==> src/rtl/pipearch_copy_pkg.sv <==
// pipearch_copy_pkg
// Shared types for the multi-channel copy operator:
//   t_copy_mode       - operating mode carried on cfg_mode
//   t_copymulti_state - operator FSM state, also exported for debug
//   ch_width()        - width of a channel index (at least 1 bit)
package pipearch_copy_pkg;

  typedef enum logic [1:0] {
    COPY_SINGLE     = 2'd0,
    COPY_INTERLEAVE = 2'd1,
    COPY_REPEAT     = 2'd2,
    COPY_RSVD       = 2'd3
  } t_copy_mode;

  typedef enum logic [1:0] {
    IDLE = 2'd0,
    RUN  = 2'd1,
    DONE = 2'd2
  } t_copymulti_state;

  function automatic int ch_width(input int n);
    return (n > 1) ? $clog2(n) : 1;
  endfunction

endpackage

==> src/rtl/pipearch_copy_multi_if.sv <==
// pipearch_copy_multi_if
// Line-stream bundle between the read streams, the copy operator and the
// write stream.
//   rd_valid[NUM_CH], rd_data[NUM_CH][WIDTH], rd_ready[NUM_CH] : read side
//   wr_valid, wr_data[WIDTH], wr_ready                         : write side
// Handshake: a line moves on a rising clk edge where valid && ready are both
// high. A producer holding valid keeps its data stable until that edge; ready
// may depend combinationally on the consumer's own downstream ready.
// Modports: slave = the copy operator, master = the surrounding streams.
interface pipearch_copy_multi_if
  import pipearch_copy_pkg::*;
#(
  parameter int WIDTH  = 512,
  parameter int NUM_CH = 2
);
  logic [NUM_CH-1:0]            rd_valid;
  logic [NUM_CH-1:0][WIDTH-1:0] rd_data;
  logic [NUM_CH-1:0]            rd_ready;
  logic                         wr_valid;
  logic [WIDTH-1:0]             wr_data;
  logic                         wr_ready;

  modport master (
    output rd_valid, rd_data, wr_ready,
    input  rd_ready, wr_valid, wr_data
  );

  modport slave (
    input  rd_valid, rd_data, wr_ready,
    output rd_ready, wr_valid, wr_data
  );
endinterface

==> src/rtl/pipearch_copy_outreg.sv <==
// pipearch_copy_outreg
// Registered output line plus the per-line repeat counter.
//   clk, reset  : clock, synchronous active-high reset
//   load        : capture load_data (only asserted while out_free is high)
//   load_data   : next output line
//   wr_ready    : sink accepts the presented line
//   rep_lim     : extra writes per line (0 = each line written once)
//   out_free    : register may take a new line this cycle
//   wr_valid    : output line valid
//   wr_data     : output line
//   last_write  : this cycle's write handshake is the final copy of the line
module pipearch_copy_outreg
  import pipearch_copy_pkg::*;
#(
  parameter int WIDTH    = 512,
  parameter int REPEAT_W = 8
) (
  input  logic                clk,
  input  logic                reset,
  input  logic                load,
  input  logic [WIDTH-1:0]    load_data,
  input  logic                wr_ready,
  input  logic [REPEAT_W-1:0] rep_lim,
  output logic                out_free,
  output logic                wr_valid,
  output logic [WIDTH-1:0]    wr_data,
  output logic                last_write
);

  logic [REPEAT_W-1:0] rep_cnt;
  logic                rep_end;

  assign rep_end    = (rep_cnt == rep_lim);
  // Free when empty, or when the final copy of the held line leaves this cycle,
  // which lets a new line follow with no bubble.
  assign out_free   = !wr_valid || (wr_ready && rep_end);
  assign last_write = wr_valid && wr_ready && rep_end;

  always_ff @(posedge clk) begin
    if (reset) begin
      wr_valid <= 1'b0;
      rep_cnt  <= '0;
    end else if (load) begin
      wr_valid <= 1'b1;
      rep_cnt  <= '0;
    end else if (wr_valid && wr_ready) begin
      if (!rep_end) rep_cnt <= rep_cnt + 1'b1;
      else          wr_valid <= 1'b0;
    end
  end

  // Data carries no reset: it is only meaningful while wr_valid is high.
  always_ff @(posedge clk) begin
    if (load) wr_data <= load_data;
  end

endmodule

==> src/rtl/pipearch_copy_multi.sv <==
// pipearch_copy_multi
// Copies cfg_lines lines from one read stream (COPY), all streams in
// round-robin order (INTERLEAVE) or one stream with each line written
// cfg_repeat+1 times (REPEAT) into a single write stream.
//   clk, reset     : clock, synchronous active-high reset
//   op_start       : start pulse, honoured only in IDLE
//   cfg_lines      : lines to read; cfg_mode : t_copy_mode
//   cfg_src_sel    : source channel for COPY/REPEAT
//   cfg_repeat     : extra writes per line in REPEAT
//   bus            : read/write line streams (slave modport)
//   op_busy        : high while RUN
//   op_done        : one-cycle completion pulse
//   op_error       : pulses with op_done when the config was rejected
//   lines_written  : write handshakes of the current/last operation
//   state_dbg      : FSM state for debug
module pipearch_copy_multi
  import pipearch_copy_pkg::*;
#(
  parameter int WIDTH    = 512,
  parameter int NUM_CH   = 2,
  parameter int LINES_W  = 16,
  parameter int REPEAT_W = 8
) (
  input  logic                          clk,
  input  logic                          reset,
  input  logic                          op_start,
  input  logic [LINES_W-1:0]            cfg_lines,
  input  logic [1:0]                    cfg_mode,
  input  logic [ch_width(NUM_CH)-1:0]   cfg_src_sel,
  input  logic [REPEAT_W-1:0]           cfg_repeat,
  pipearch_copy_multi_if.slave          bus,
  output logic                          op_busy,
  output logic                          op_done,
  output logic                          op_error,
  output logic [LINES_W+REPEAT_W-1:0]   lines_written,
  output t_copymulti_state              state_dbg
);

  localparam int              CH_W     = ch_width(NUM_CH);
  localparam logic [CH_W:0]   NUM_CH_X = (CH_W+1)'(NUM_CH);
  localparam logic [CH_W-1:0] LAST_CH  = CH_W'(NUM_CH - 1);

  t_copymulti_state               state, state_nx;
  t_copy_mode                     mode_q, start_mode;
  logic [LINES_W-1:0]             lines_q, rd_cnt;
  logic [REPEAT_W-1:0]            repeat_q, rep_lim;
  logic [CH_W-1:0]                cur_ch;
  logic                           err_q, start_bad;
  logic [LINES_W+REPEAT_W-1:0]    wr_cnt;
  logic                           rd_go, rd_fire, wr_fire;
  logic                           out_free, last_write, op_finish;

  assign start_mode = t_copy_mode'(cfg_mode);
  // The source select only matters for the single-source modes.
  assign start_bad  = (start_mode == COPY_RSVD) ||
                      ((start_mode != COPY_INTERLEAVE) && ({1'b0, cfg_src_sel} >= NUM_CH_X));

  assign rep_lim   = (mode_q == COPY_REPEAT) ? repeat_q : '0;
  assign rd_go     = (state == RUN) && out_free && (rd_cnt < lines_q);
  assign rd_fire   = rd_go && bus.rd_valid[cur_ch];
  assign wr_fire   = bus.wr_valid && bus.wr_ready;
  // Once every line has been read, the final copy leaving the register ends the op.
  assign op_finish = (state == RUN) && last_write && (rd_cnt == lines_q);

  always_comb begin
    bus.rd_ready = '0;
    if (rd_go) bus.rd_ready[cur_ch] = 1'b1;
  end

  pipearch_copy_outreg #(
    .WIDTH    (WIDTH),
    .REPEAT_W (REPEAT_W)
  ) u_outreg (
    .clk        (clk),
    .reset      (reset),
    .load       (rd_fire),
    .load_data  (bus.rd_data[cur_ch]),
    .wr_ready   (bus.wr_ready),
    .rep_lim    (rep_lim),
    .out_free   (out_free),
    .wr_valid   (bus.wr_valid),
    .wr_data    (bus.wr_data),
    .last_write (last_write)
  );

  always_ff @(posedge clk) begin
    if (reset) state <= IDLE;
    else       state <= state_nx;
  end

  always_comb begin
    state_nx = state;
    op_busy  = 1'b0;
    op_done  = 1'b0;
    op_error = 1'b0;
    unique case (state)
      IDLE: begin
        if (op_start) begin
          if (start_bad || (cfg_lines == '0)) state_nx = DONE;
          else                                state_nx = RUN;
        end
      end
      RUN: begin
        op_busy = 1'b1;
        if (op_finish) state_nx = DONE;
      end
      DONE: begin
        op_done  = 1'b1;
        op_error = err_q;
        state_nx = IDLE;
      end
      default: state_nx = IDLE;
    endcase
  end

  always_ff @(posedge clk) begin
    if (reset) begin
      mode_q   <= COPY_SINGLE;
      lines_q  <= '0;
      repeat_q <= '0;
      err_q    <= 1'b0;
      rd_cnt   <= '0;
      wr_cnt   <= '0;
      cur_ch   <= '0;
    end else if ((state == IDLE) && op_start) begin
      mode_q   <= start_mode;
      lines_q  <= cfg_lines;
      repeat_q <= cfg_repeat;
      err_q    <= start_bad;
      rd_cnt   <= '0;
      wr_cnt   <= '0;
      // A rejected config never reads, so park the channel pointer in range.
      cur_ch   <= ((start_mode == COPY_INTERLEAVE) || start_bad) ? '0 : cfg_src_sel;
    end else begin
      if (rd_fire) begin
        rd_cnt <= rd_cnt + 1'b1;
        if (mode_q == COPY_INTERLEAVE)
          cur_ch <= (cur_ch == LAST_CH) ? '0 : cur_ch + 1'b1;
      end
      if (wr_fire) wr_cnt <= wr_cnt + 1'b1;
    end
  end

  assign lines_written = wr_cnt;
  assign state_dbg     = state;

endmodule

==> src/flat_wrapper.sv <==
// flat-port wrapper written by rule: the top's interface ports become plain ports
module pipearch_copy_multi_flat import pipearch_copy_pkg::*;
#(
  parameter int WIDTH    = 512,
  parameter int NUM_CH   = 2,
  parameter int LINES_W  = 16,
  parameter int REPEAT_W = 8
)
  (clk, reset, op_start, cfg_lines, cfg_mode, cfg_src_sel, cfg_repeat, op_busy, op_done, op_error, lines_written, state_dbg, bus_rd_valid, bus_rd_data, bus_wr_ready, bus_rd_ready, bus_wr_valid, bus_wr_data);
  pipearch_copy_multi_if #(.WIDTH(WIDTH), .NUM_CH(NUM_CH)) bus_i ();
  input  logic clk;
  input  logic reset;
  input  logic op_start;
  input  logic [LINES_W-1:0] cfg_lines;
  input  logic [1:0] cfg_mode;
  input  logic [ch_width(NUM_CH)-1:0] cfg_src_sel;
  input  logic [REPEAT_W-1:0] cfg_repeat;
  output logic op_busy;
  output logic op_done;
  output logic op_error;
  output logic [LINES_W+REPEAT_W-1:0] lines_written;
  output t_copymulti_state state_dbg;
  input wire logic [$bits(bus_i.rd_valid)-1:0] bus_rd_valid;
  input wire logic [$bits(bus_i.rd_data)-1:0] bus_rd_data;
  input wire logic [$bits(bus_i.wr_ready)-1:0] bus_wr_ready;
  output wire logic [$bits(bus_i.rd_ready)-1:0] bus_rd_ready;
  output wire logic [$bits(bus_i.wr_valid)-1:0] bus_wr_valid;
  output wire logic [$bits(bus_i.wr_data)-1:0] bus_wr_data;
  assign bus_i.rd_valid = bus_rd_valid;
  assign bus_i.rd_data = bus_rd_data;
  assign bus_i.wr_ready = bus_wr_ready;
  assign bus_rd_ready = bus_i.rd_ready;
  assign bus_wr_valid = bus_i.wr_valid;
  assign bus_wr_data = bus_i.wr_data;
  pipearch_copy_multi #(.WIDTH(WIDTH), .NUM_CH(NUM_CH), .LINES_W(LINES_W), .REPEAT_W(REPEAT_W)) u_core (.clk(clk), .reset(reset), .op_start(op_start), .cfg_lines(cfg_lines), .cfg_mode(cfg_mode), .cfg_src_sel(cfg_src_sel), .cfg_repeat(cfg_repeat), .bus(bus_i), .op_busy(op_busy), .op_done(op_done), .op_error(op_error), .lines_written(lines_written), .state_dbg(state_dbg));
endmodule
==> config.mk <==
export PLATFORM = sky130hd
export DESIGN_NAME = pipearch_copy_multi_flat
export DESIGN_NICKNAME = d
export VERILOG_FILES = /design/src/rtl/pipearch_copy_pkg.sv /design/src/rtl/pipearch_copy_multi_if.sv /design/src/rtl/pipearch_copy_outreg.sv /design/src/rtl/pipearch_copy_multi.sv /design/src/flat_wrapper.sv
export SDC_FILE = /design/constraint.sdc
export NUM_CORES = 1
export LEC_CHECK = 0
export CAP_MARGIN = 15
export CORE_AREA = 2 2 615 617
export DETAILED_ROUTE_END_ITERATION = 6
export DIE_AREA = 0 0 617 619
export GPL_TIMING_DRIVEN = 0
export PLACE_DENSITY = 0.3
export SETUP_SLACK_MARGIN = 0.05
export SLEW_MARGIN = 20
export SYNTH_ARGS = -nofsm -noshare
export SYNTH_HDL_FRONTEND = slang
export SYNTH_SLANG_ARGS = --single-unit
export TNS_END_PERCENT = 30
==> constraint.sdc <==
create_clock -name clk -period 79.1 [get_ports clk]
set_input_delay 15.82 -clock clk [delete_from_list [all_inputs] [get_ports clk]]
set_output_delay 15.82 -clock clk [all_outputs]
set_load 0.05 [all_outputs]
==> results of run 1 <==
critical path: stages:
cell             delay [ps]
clkdlybuf4s50_1         610
a31oi_1                 150
or4_1                   530
nor2_1                  130
clkdlybuf4s50_1         920
cell usage in the layout, fill, tap and decap left out, drive strengths merged, types with 4 or more instances in the layout:
cell type	n
nand2b	5
xor2	22
nand2	81
clkbuf	194
mux2	512
xnor2	10
edfxtp	512
o31ai	11
nor3	4
dfxtp	79
o21ai	10
bufinv	12
clkinvlp	4
nand3	24
inv	31
and3	7
diode	49
clkinv	33
nand4	15
nor2	55
ha	19
and2	5
or3	7
nor4	10
a21oi	54
buf	48
clkdlybuf4s50	1589
or4	14
state kept, by name (all words and copies together), names as in the netlist:
register and cells:
u_core.rd_cnt 16, u_core.state_dbg 2, u_core.u_outreg.rep_cnt 8, u_core.lines_q 16, u_core.u_outreg.wr_valid 1, u_core.u_outreg.wr_data 512, u_core.repeat_q 8, u_core.lines_written 24
u_core.err_q 1, u_core.cur_ch 1, u_core.mode_q 2
worst min path at each step:
stage | startpoint | end | slack (ps) | depth (start not counted)
detailed placement | u_core.lines_q[12] | u_core.lines_q[12] | 460 | 2
global route | u_core.lines_q[12] | u_core.lines_q[12] | 480 | 2
global placement | u_core.lines_q[10] | u_core.lines_q[10] | 460 | 2
CTS | u_core.lines_q[12] | u_core.lines_q[12] | 470 | 2
floorplan | u_core.lines_q[10] | u_core.lines_q[10] | 440 | 2
finish | u_core.lines_q[6] | u_core.lines_q[6] | 460 | 2
area by class of cell:
cell class / instances / area [µm²]
well taps: 4994 / 6248
inverters: 23 / 86.33
fillers: 41870 / 322800
flip-flops and latches: 591 / 16960
multi-input cells: 902 / 8117
plain buffers: 82 / 337.8
clock inverters: 57 / 686.9
clock buffers: 117 / 2606
repair buffers: 1632 / 16740
diodes: 49 / 122.6
logic make-up after synthesis:
family,count (synthesis)
compound gates,98
fa+ha+maj,19
xor+xnor,32
mux,515
buf+inv,105
simple gates,238
flops,591
report_power, final:
part	switching (mW)	total [mW]	internal, mW
Combinational	0.154	0.262	0.108
Clock	0.189	0.465	0.275
Sequential	0.00850	0.372	0.364
Total	0.352	1.10	0.747
metrics by stage:
stage / power (mW) / hold slack [ps] / worst slack [ps] / cells
3_5_place_dp: 0.6455 / 457.1 / 45100 / 8224
4_1_cts: 1.131 / 465.1 / 45090 / 8398
5_1_grt: 1.143 / 481.8 / 45080 / 8429
2_1_floorplan: 0.4955 / 436.3 / 39380 / 1598
3_3_place_gp: 0.6694 / 457.4 / 18340 / 8191
6_report: 1.099 / 462.5 / 45110 / 8447
per-layer routing:
| layer | vias up | share of wire, % |
|---|---|---|
| li1 | 9657 | - |
| met1 | 11180 | 37 |
| met2 | 1059 | 51 |
| met3 | 275 | 9.1 |
| met4 | 40 | 2.7 |
| met5 | - | 0.11 |
==> results.md, run 1 <==
* Gpl congestion at 0.9392
* Yosys reg bits at 591
* Post-layout min period at 33990 ps
* Power per standard cell area at 21.17 nW/µm²
* Crit-path max FO at 4
* Final net count at 4406
* Clock-pin transition on the worst setup and hold timing paths at 60 ps
* CORE AREA at 374700 µm²
* Compound-gate portion of the synthesized area at 2.490%
* Sequential share of the synthesized area at 66.56%
* Syn Area/Cell at 15.94 µm²
* Port bufs at 1599
* Fmax at 29.42 MHz
* Reg2reg start: u_core.rd_cnt[13]
* Flop-to-flop setup slack at 74200 ps
* Vias in the first global route at 23260
* Hpwl dp at 225.0 mm
* Grt ovf at 0
* Die footprint at 381900 µm²
* Initial antenna violation count at 111
* Gate Count Post-Synth at 1598
* Yosys top cell by area: edfxtp_1
* Status: completed
* RSZ-0062 raised after global routing: no
* Worst r2r dst: u_core.u_outreg.wr_data[328]
* Fin. Hold Viols at 0
* Via count at 22210
* DIE WIDTH at 617 µm
* Syn Nets at 2674
* CP required at 63280 ps
* Busiest grt layer: met2
* CTS H-tree lvls at 3
* Postcts setup bufs at 0
* Num CTS Buffers at 98
* Mux contribution to synthesized area at 22.75%
* Peak VDD IR at 0.01509 mV
* Post-synth EDFFs at 512
* Worst slew pin tran at 1182 ps
* # clock sinks at 591
* I/O pin cnt at 1601
* Leak at 16.25 nW
* Worst Setup SP: bus_wr_ready
* End of the critical path: bus_rd_ready[1]
* Final Util at 13.85%
* Synth cell count leaders: edfxtp_1 (512), mux2_2 (512), nand2_1 (81)
* Cell area after layout at 51900 µm²
* Synth top area share at 60.35%
* Clock root buffer: clkbuf_16
* DR iter-0 viols at 1215
* Top cells by area, synth: edfxtp_1 (60%), mux2_2 (23%), dfxtp_1 (6.2%), nand2_1 (1.2%), clkbuf_1 (1.1%)
* Final slew viol count at 0
* CTS Hold Bufs at 0
* Ratio of cells with drive above 1 in the final layout at 21.47%
* Synth Area in Simple Gates at 4.558%
* CP Capture Type: output port
* Maxcap violations at 0
* Crit Path Category: primary input to output port
* Cell Area, Synth at 25470 µm²
* Post_cts resized at 0
* DR DRC count at 0
* Skew final at 54.71 ps
* Worst R2R Path Depth at 15
* Largest net degree at the start of global routing at 23
* CP Launch Type: primary input
* Largest family of logic cells by synthesized area: multiplexers
* Area Growth Syn to Fin at 103.7%
* Top_reg_cell synth: edfxtp_1
* Arrival @ worst endpoint at 18170 ps
* Avg WL per Cell at 30.43 µm
* Clk buf depth at 4
* Period utilisation layout at 42.98%
* Clock tree from TritonCTS: yes
* Die H at 619 µm
* Antenna-violating nets left at 0
* FP Rows at 225
* Ys async rst share at 0%
* GRT met1 Usage at 13.89%
* Routed wire length at 257.0 mm
* First-pass GRT wire length at 307.3 mm
* Met3 GRT Util at 5.237%
* Setup violators final at 0
* Initial Util at 6.799%
* DR vias/cell at 2.630
* Total Routing Usage GR at 12.91%
* Synth cell types at 49
* Setup_tns at 0 ps
* Worst Hold Class: register to register
* First-pass DRT Iterations at 5
* Post-synthesis xor/xnor area fraction at 1.100%
* Grt met2 use at 23.19%
* YS warnings at 0
* Post-DP Area at 48490 µm²
* Clock latency on the worst-skew pair at 820 ps
* Relative slew margins at 21.17%
* Post-Synth Adder-Cell Area at 0.9332%
No activity file was read; power rests on OpenSTA's default activity.
==> inputs of run 2 (changes only) <==
==> constraint.sdc (replaced) <==
create_clock -name clk -period 31.7 [get_ports clk]
set_input_delay 6.34 -clock clk [delete_from_list [all_inputs] [get_ports clk]]
set_output_delay 6.34 -clock clk [all_outputs]
set_load 0.05 [all_outputs]
==> results of run 2 <==
The final DEF is identical to that of run 1. Status: completed.
Among the figures that moved: setup slack after placement 45100 ps -> 16660 ps; setup slack after layout 45110 ps -> 16670 ps; register-to-register setup slack 74200 ps -> 26800 ps; total power 1.099 mW -> 2.742 mW; worst IR drop on VDD 0.01509 mV -> 0.03766 mV
==> edit 1, RTL diff (config.mk and constraints of run 2) <==
`WIDTH` is set to 512 in 4 places; all go to 256.
--- a/src/rtl/pipearch_copy_multi_if.sv
+++ b/src/rtl/pipearch_copy_multi_if.sv
@@ -10,7 +10,7 @@
 interface pipearch_copy_multi_if
   import pipearch_copy_pkg::*;
 #(
-  parameter int WIDTH  = 512,
+  parameter int WIDTH  = 256,
   parameter int NUM_CH = 2
 );
   logic [NUM_CH-1:0]            rd_valid;
--- a/src/rtl/pipearch_copy_outreg.sv
+++ b/src/rtl/pipearch_copy_outreg.sv
@@ -12,7 +12,7 @@
 module pipearch_copy_outreg
   import pipearch_copy_pkg::*;
 #(
-  parameter int WIDTH    = 512,
+  parameter int WIDTH    = 256,
   parameter int REPEAT_W = 8
 ) (
   input  logic                clk,
--- a/src/rtl/pipearch_copy_multi.sv
+++ b/src/rtl/pipearch_copy_multi.sv
@@ -16,7 +16,7 @@
 module pipearch_copy_multi
   import pipearch_copy_pkg::*;
 #(
-  parameter int WIDTH    = 512,
+  parameter int WIDTH    = 256,
   parameter int NUM_CH   = 2,
   parameter int LINES_W  = 16,
   parameter int REPEAT_W = 8
--- a/src/flat_wrapper.sv
+++ b/src/flat_wrapper.sv
@@ -1,7 +1,7 @@
 // flat-port wrapper written by rule: the top's interface ports become plain ports
 module pipearch_copy_multi_flat import pipearch_copy_pkg::*;
 #(
-  parameter int WIDTH    = 512,
+  parameter int WIDTH    = 256,
   parameter int NUM_CH   = 2,
   parameter int LINES_W  = 16,
   parameter int REPEAT_W = 8
Ports: changed (resized bus_rd_data and bus_wr_data); port bits go from 1601 to 833. No check against the original RTL was run, so the function may have changed too.
==> edit 1 against run 2 <==
Utilization decreased by 5.4 points; total power shrank 46%; largest power group unchanged; wire length is 54% lower; sequential cell count fell by 256; first-iteration DRC count is 60% lower; cell area decreased by 39%; worst setup slack worse by 180 ps; critical path depth unchanged; synthesized area decreased by 42%; via count decreased by 44%.
==> edit 1: results <==
[global_route]
grt_usage_pct = 5.982
grt_pass1_vias = 13060
grt_max_degree = 24
grt_overflow = 0
antenna_found_initial = 32
grt_pass1_wl_um = 146200

[worst_setup_path]
cp_slowest_cell = clkdlybuf4s50_1
r2r_cells = 13
critPathArrivalTime_ps = 8870
critPathMaxStageDelay_ps = 940
cp_max_fo = 4

[placement]
portBuffers = 831
gp_congestion = 0.7622
dp.cells = 6905
hpwl_um = 102600
place_area_um2 = 29720

[cells_and_area]
final_cells = 7013
largest_register_ffs = 256
regMostFlops = u_core.u_outreg.wr_data
fin_nets = 2532
drive_gt1_share_pct = 20.28

[synthesis]
ys_seq_area_share_pct = 62.68
async_reset_ff_share_pct = 0
syn_area_per_cell_um2 = 13.98
yosysWarnings = 0
ys.flop_type = edfxtp_1
synth_edf_count = 256
synthTopCellsByArea = edfxtp_1, mux2_2, dfxtp_1
synth_commonest_cells = edfxtp_1, mux2_2, dfxtp_1, nand2_1
syn_nets = 1622
synthDistinctLibCells = 54

[clock_tree]
cts_resized = 0
hold_buffers = 0
cts_root_buf = clkbuf_16
clk_latency_ps = 700
clockBufferDepth = 3
htree_num_levels = 2
postCtsSetupBuffers = 0
clk_pin_slew_ps = 50
cts-buffers-inserted = 55

[sta]
fin_skew_ps = 50.09
relSlewSlack_pct = 27.83

[route]
detailedRoute.firstIterationViolations = 482
wl_per_cell_um = 16.94
drt_first_pass_iters = 5
viasPerCell = 1.770

[status]
status = complete, no violations

[min_path]
holdPathStages = 2
hp-class = register to register

[power]
leakagePower_uw = 0.009110
vdd_drop_max_mv = 0.03365
edit 1: cell types whose count changed after synthesis, moves of 3 or more:
cell	delta
nor4_1	-3
o21ai_1	+6
nand3_1	+4
edfxtp_1	-256
mux2_2	-256
o21ai_0	-6
clkbuf_1	-26
or4_1	+3
edit 1: routing by layer:
layer / track usage [%] / vias up / wire length, um / share of wire [%]
li1: - / 5819 / - / -
met1: 5.767 / 6059 / 40060 / 34
met2: 11.73 / 422 / 65810 / 55
met3: 1.838 / 109 / 8211 / 6.9
met4: 2.267 / 2 / 4738 / 4.0
met5: 0 / - / 8 / 0.0067
edit 1: power by group:
part	leakage (uW)	switching (uW)	internal (uW)
Sequential	0.00297	11.4	505
Clock	0.000907	267	389
Combinational	0.00523	179	140
edit 1: worst paths after layout:
check	startpoint	end	slack (ps)
worst max-delay path	bus_wr_ready	bus_rd_ready[1]	16490
worst min-delay path	u_core.lines_q[11]	u_core.lines_q[11]	460
worst max register to register	u_core.lines_q[13]	u_core.u_outreg.wr_data[233]	27610
worst min register to register	u_core.lines_q[11]	u_core.lines_q[11]	460
edit 1: metrics by stage:
stage / utilization (%) / hold WS, ps / setup slack [ps]
after global routing: 8.423 / 476.6 / 16250
final: 8.426 / 459.7 / 16490
after floorplan: - / 436.3 / 12470
after global placement: 7.834 / 455.6 / 285.8
after CTS: 8.425 / 461.6 / 16250
after detailed placement: 7.933 / 454.2 / 16250
edit 1: critical path: cells and delay by family:
family                 cells  cell delay (ps)
buffers and inverters      2             1490
AND/OR/NAND/NOR            2              910
AO/OA/AOI/OAI              1              120
edit 1: logic make-up (layout without fill, tap and decap cells):
logic type                 after synthesis  after routing  share of synthesized area, %
xor gates and xnor gates                32             32                         1.895
AOI/OAI and AO/OA                      100            100                         4.366
and+or+nand+nor                        236            236                         7.776
DFF                                    335            335                         62.68
other                                    0              7                             0
muxes                                  258            258                         19.63
buffers and inverters                   78           1032                         2.047
adders and majority gates               19             19                         1.608
edit 1: area by class of cell:
type	instances	area [um^2]
Timing Repair Buffer	853	8645
Clock inverter	22	286.5
Antenna cell	7	17.52
Tap cell	4994	6248
Clock buffer	79	1559
Multi-Input combinational cell	645	5234
Sequential cell	335	9269
Buffer	55	226.5
Inverter	23	86.33
Fill cell	43230	343100
==> edit 2, RTL diff (flow settings as in run 2) <==
Made on the original files. Register the output `op_error`, with the module's reset; this adds one clock of latency there. The other outputs are not delayed to match.
--- a/src/rtl/pipearch_copy_multi.sv
+++ b/src/rtl/pipearch_copy_multi.sv
@@ -39,6 +39,8 @@
   localparam int              CH_W     = ch_width(NUM_CH);
   localparam logic [CH_W:0]   NUM_CH_X = (CH_W+1)'(NUM_CH);
   localparam logic [CH_W-1:0] LAST_CH  = CH_W'(NUM_CH - 1);
+
+  logic op_error_d;
 
   t_copymulti_state               state, state_nx;
   t_copy_mode                     mode_q, start_mode;
@@ -92,7 +94,7 @@
     state_nx = state;
     op_busy  = 1'b0;
     op_done  = 1'b0;
-    op_error = 1'b0;
+    op_error_d = 1'b0;
     unique case (state)
       IDLE: begin
         if (op_start) begin
@@ -106,7 +108,7 @@
       end
       DONE: begin
         op_done  = 1'b1;
-        op_error = err_q;
+        op_error_d = err_q;
         state_nx = IDLE;
       end
       default: state_nx = IDLE;
@@ -144,5 +146,13 @@
   assign lines_written = wr_cnt;
   assign state_dbg     = state;
 
+  always_ff @(posedge clk) begin
+    if (reset) begin
+      op_error <= '0;
+    end else begin
+      op_error <= op_error_d;
+    end
+  end
+
 endmodule
 
Function: changed (Yosys sat finds a counterexample within 4 cycles, from zero or initial values and one cycle with reset high).
==> edit 2 against run 2 <==
Total power shrank 2.6%; wire length grew 3.0%; cell area shrank 0.82%; clock power shrank 6%; clock skew shrank 30 ps; via count shrank 0.61%; die area is the same; register-to-register slack gained 110 ps; synthesized area grew 0.13%; sequential cell count grew 1; first-iteration DRC count grew 2.5%; worst setup slack lost 76 ps; sequential share of layout area grew 0.31 points.
==> edit 2: results <==
[cells_and_area]
inverters = 22
final_cells = 8412
n_all_buffers = 1712
sh_seq_area_pct = 32.98
nFillCells = 42000
area_share_nonclk_buffers_pct = 32.86
multi_input_area_um2 = 8135
multi_input_gates = 903
clock_buffers = 115
seq_cell_count = 592
fin_nets = 4403

[synthesis]
ys_seq_area_share_pct = 66.56
synth_commonest_cells = edfxtp_1, mux2_2, nand2_1, dfxtp_1, clkbuf_1
syn_nets = 2675
synthCells = 1599
synthDistinctLibCells = 54
syn_area_um2 = 25510
synthTopCellsByArea = edfxtp_1, mux2_2, dfxtp_1

[placement]
dp.cells = 8223
hpwl_um = 234400
place_area_um2 = 48360
gp_congestion = 0.9248

[global_route]
grt_max_degree = 25
antenna_found_initial = 138
grt_pass1_wl_um = 314000

[worst_setup_path]
r2r_cells = 16
rrSetupSlack_ps = 26910
critPathArrivalTime_ps = 8770
cp_max_fo = 5

[clock_tree]
clk_latency_ps = 800

[sta]
max_slew.worst_pin.slew_ps = 1219
fin_skew_ps = 25.07

[route]
viasPerCell = 2.625
detailedRoute.firstIterationViolations = 1245
drt_first_pass_iters = 6
wl_um = 264700

[status]
status = complete, no violations
[edit 2: cell types whose count changed after synthesis, sizes merged, moves of 3 or more]
cell / run 2 / this run
a21oi: 54 / 57
nand2: 81 / 84
nand3: 24 / 19
nor2: 55 / 52
xor2: 22 / 19
[edit 2: metal layers]
metal | part of all wire (%) | track usage [%]
met1 | 34 | 13.22
met2 | 53 | 24.75
met3 | 11 | 6.324
met4 | 2.4 | 3.079
met5 | 0.12 | 0
[edit 2: logic make-up after synthesis]
group | count (synthesis) | synth area share [%]
compound gates | 104 | 2.644
buf+inv | 104 | 1.584
mux | 514 | 22.68
flops | 592 | 66.56
simple gates | 237 | 4.606
xor+xnor | 29 | 0.9958
fa+ha+maj | 19 | 0.9320
[edit 2: through the flow]
stage / worst slack, ps / utilization (%) / setup TNS [ps]
2_1_floorplan: 1388 / - / 0
3_3_place_gp: -18020 / 12.75 / -9099550
3_5_place_dp: 16560 / 12.91 / 0
4_1_cts: 16550 / 13.72 / 0
5_1_grt: 16480 / 13.73 / 0
6_report: 16590 / 13.74 / 0
[edit 2: worst min-delay path by stage]
stage | depth (start not counted) | from | slack [ps] | end
floorplan | 2 | u_core.lines_q[10] | 440 | u_core.lines_q[10]
global placement | 2 | u_core.lines_q[14] | 460 | u_core.lines_q[14]
detailed placement | 2 | u_core.lines_q[1] | 450 | u_core.lines_q[1]
CTS | 2 | u_core.lines_q[1] | 460 | u_core.lines_q[1]
global route | 2 | u_core.lines_q[6] | 480 | u_core.lines_q[6]
finish | 2 | u_core.lines_q[7] | 460 | u_core.lines_q[7]
[edit 2: power by group]
| group | internal (uW) | total (uW) | leakage [uW] | switching, uW |
|---|---|---|---|---|
| clock | 631 | 1090 | 0.00151 | 457 |
| sequential | 909 | 927 | 0.00531 | 18.1 |
| combinational | 267 | 656 | 0.00929 | 389 |
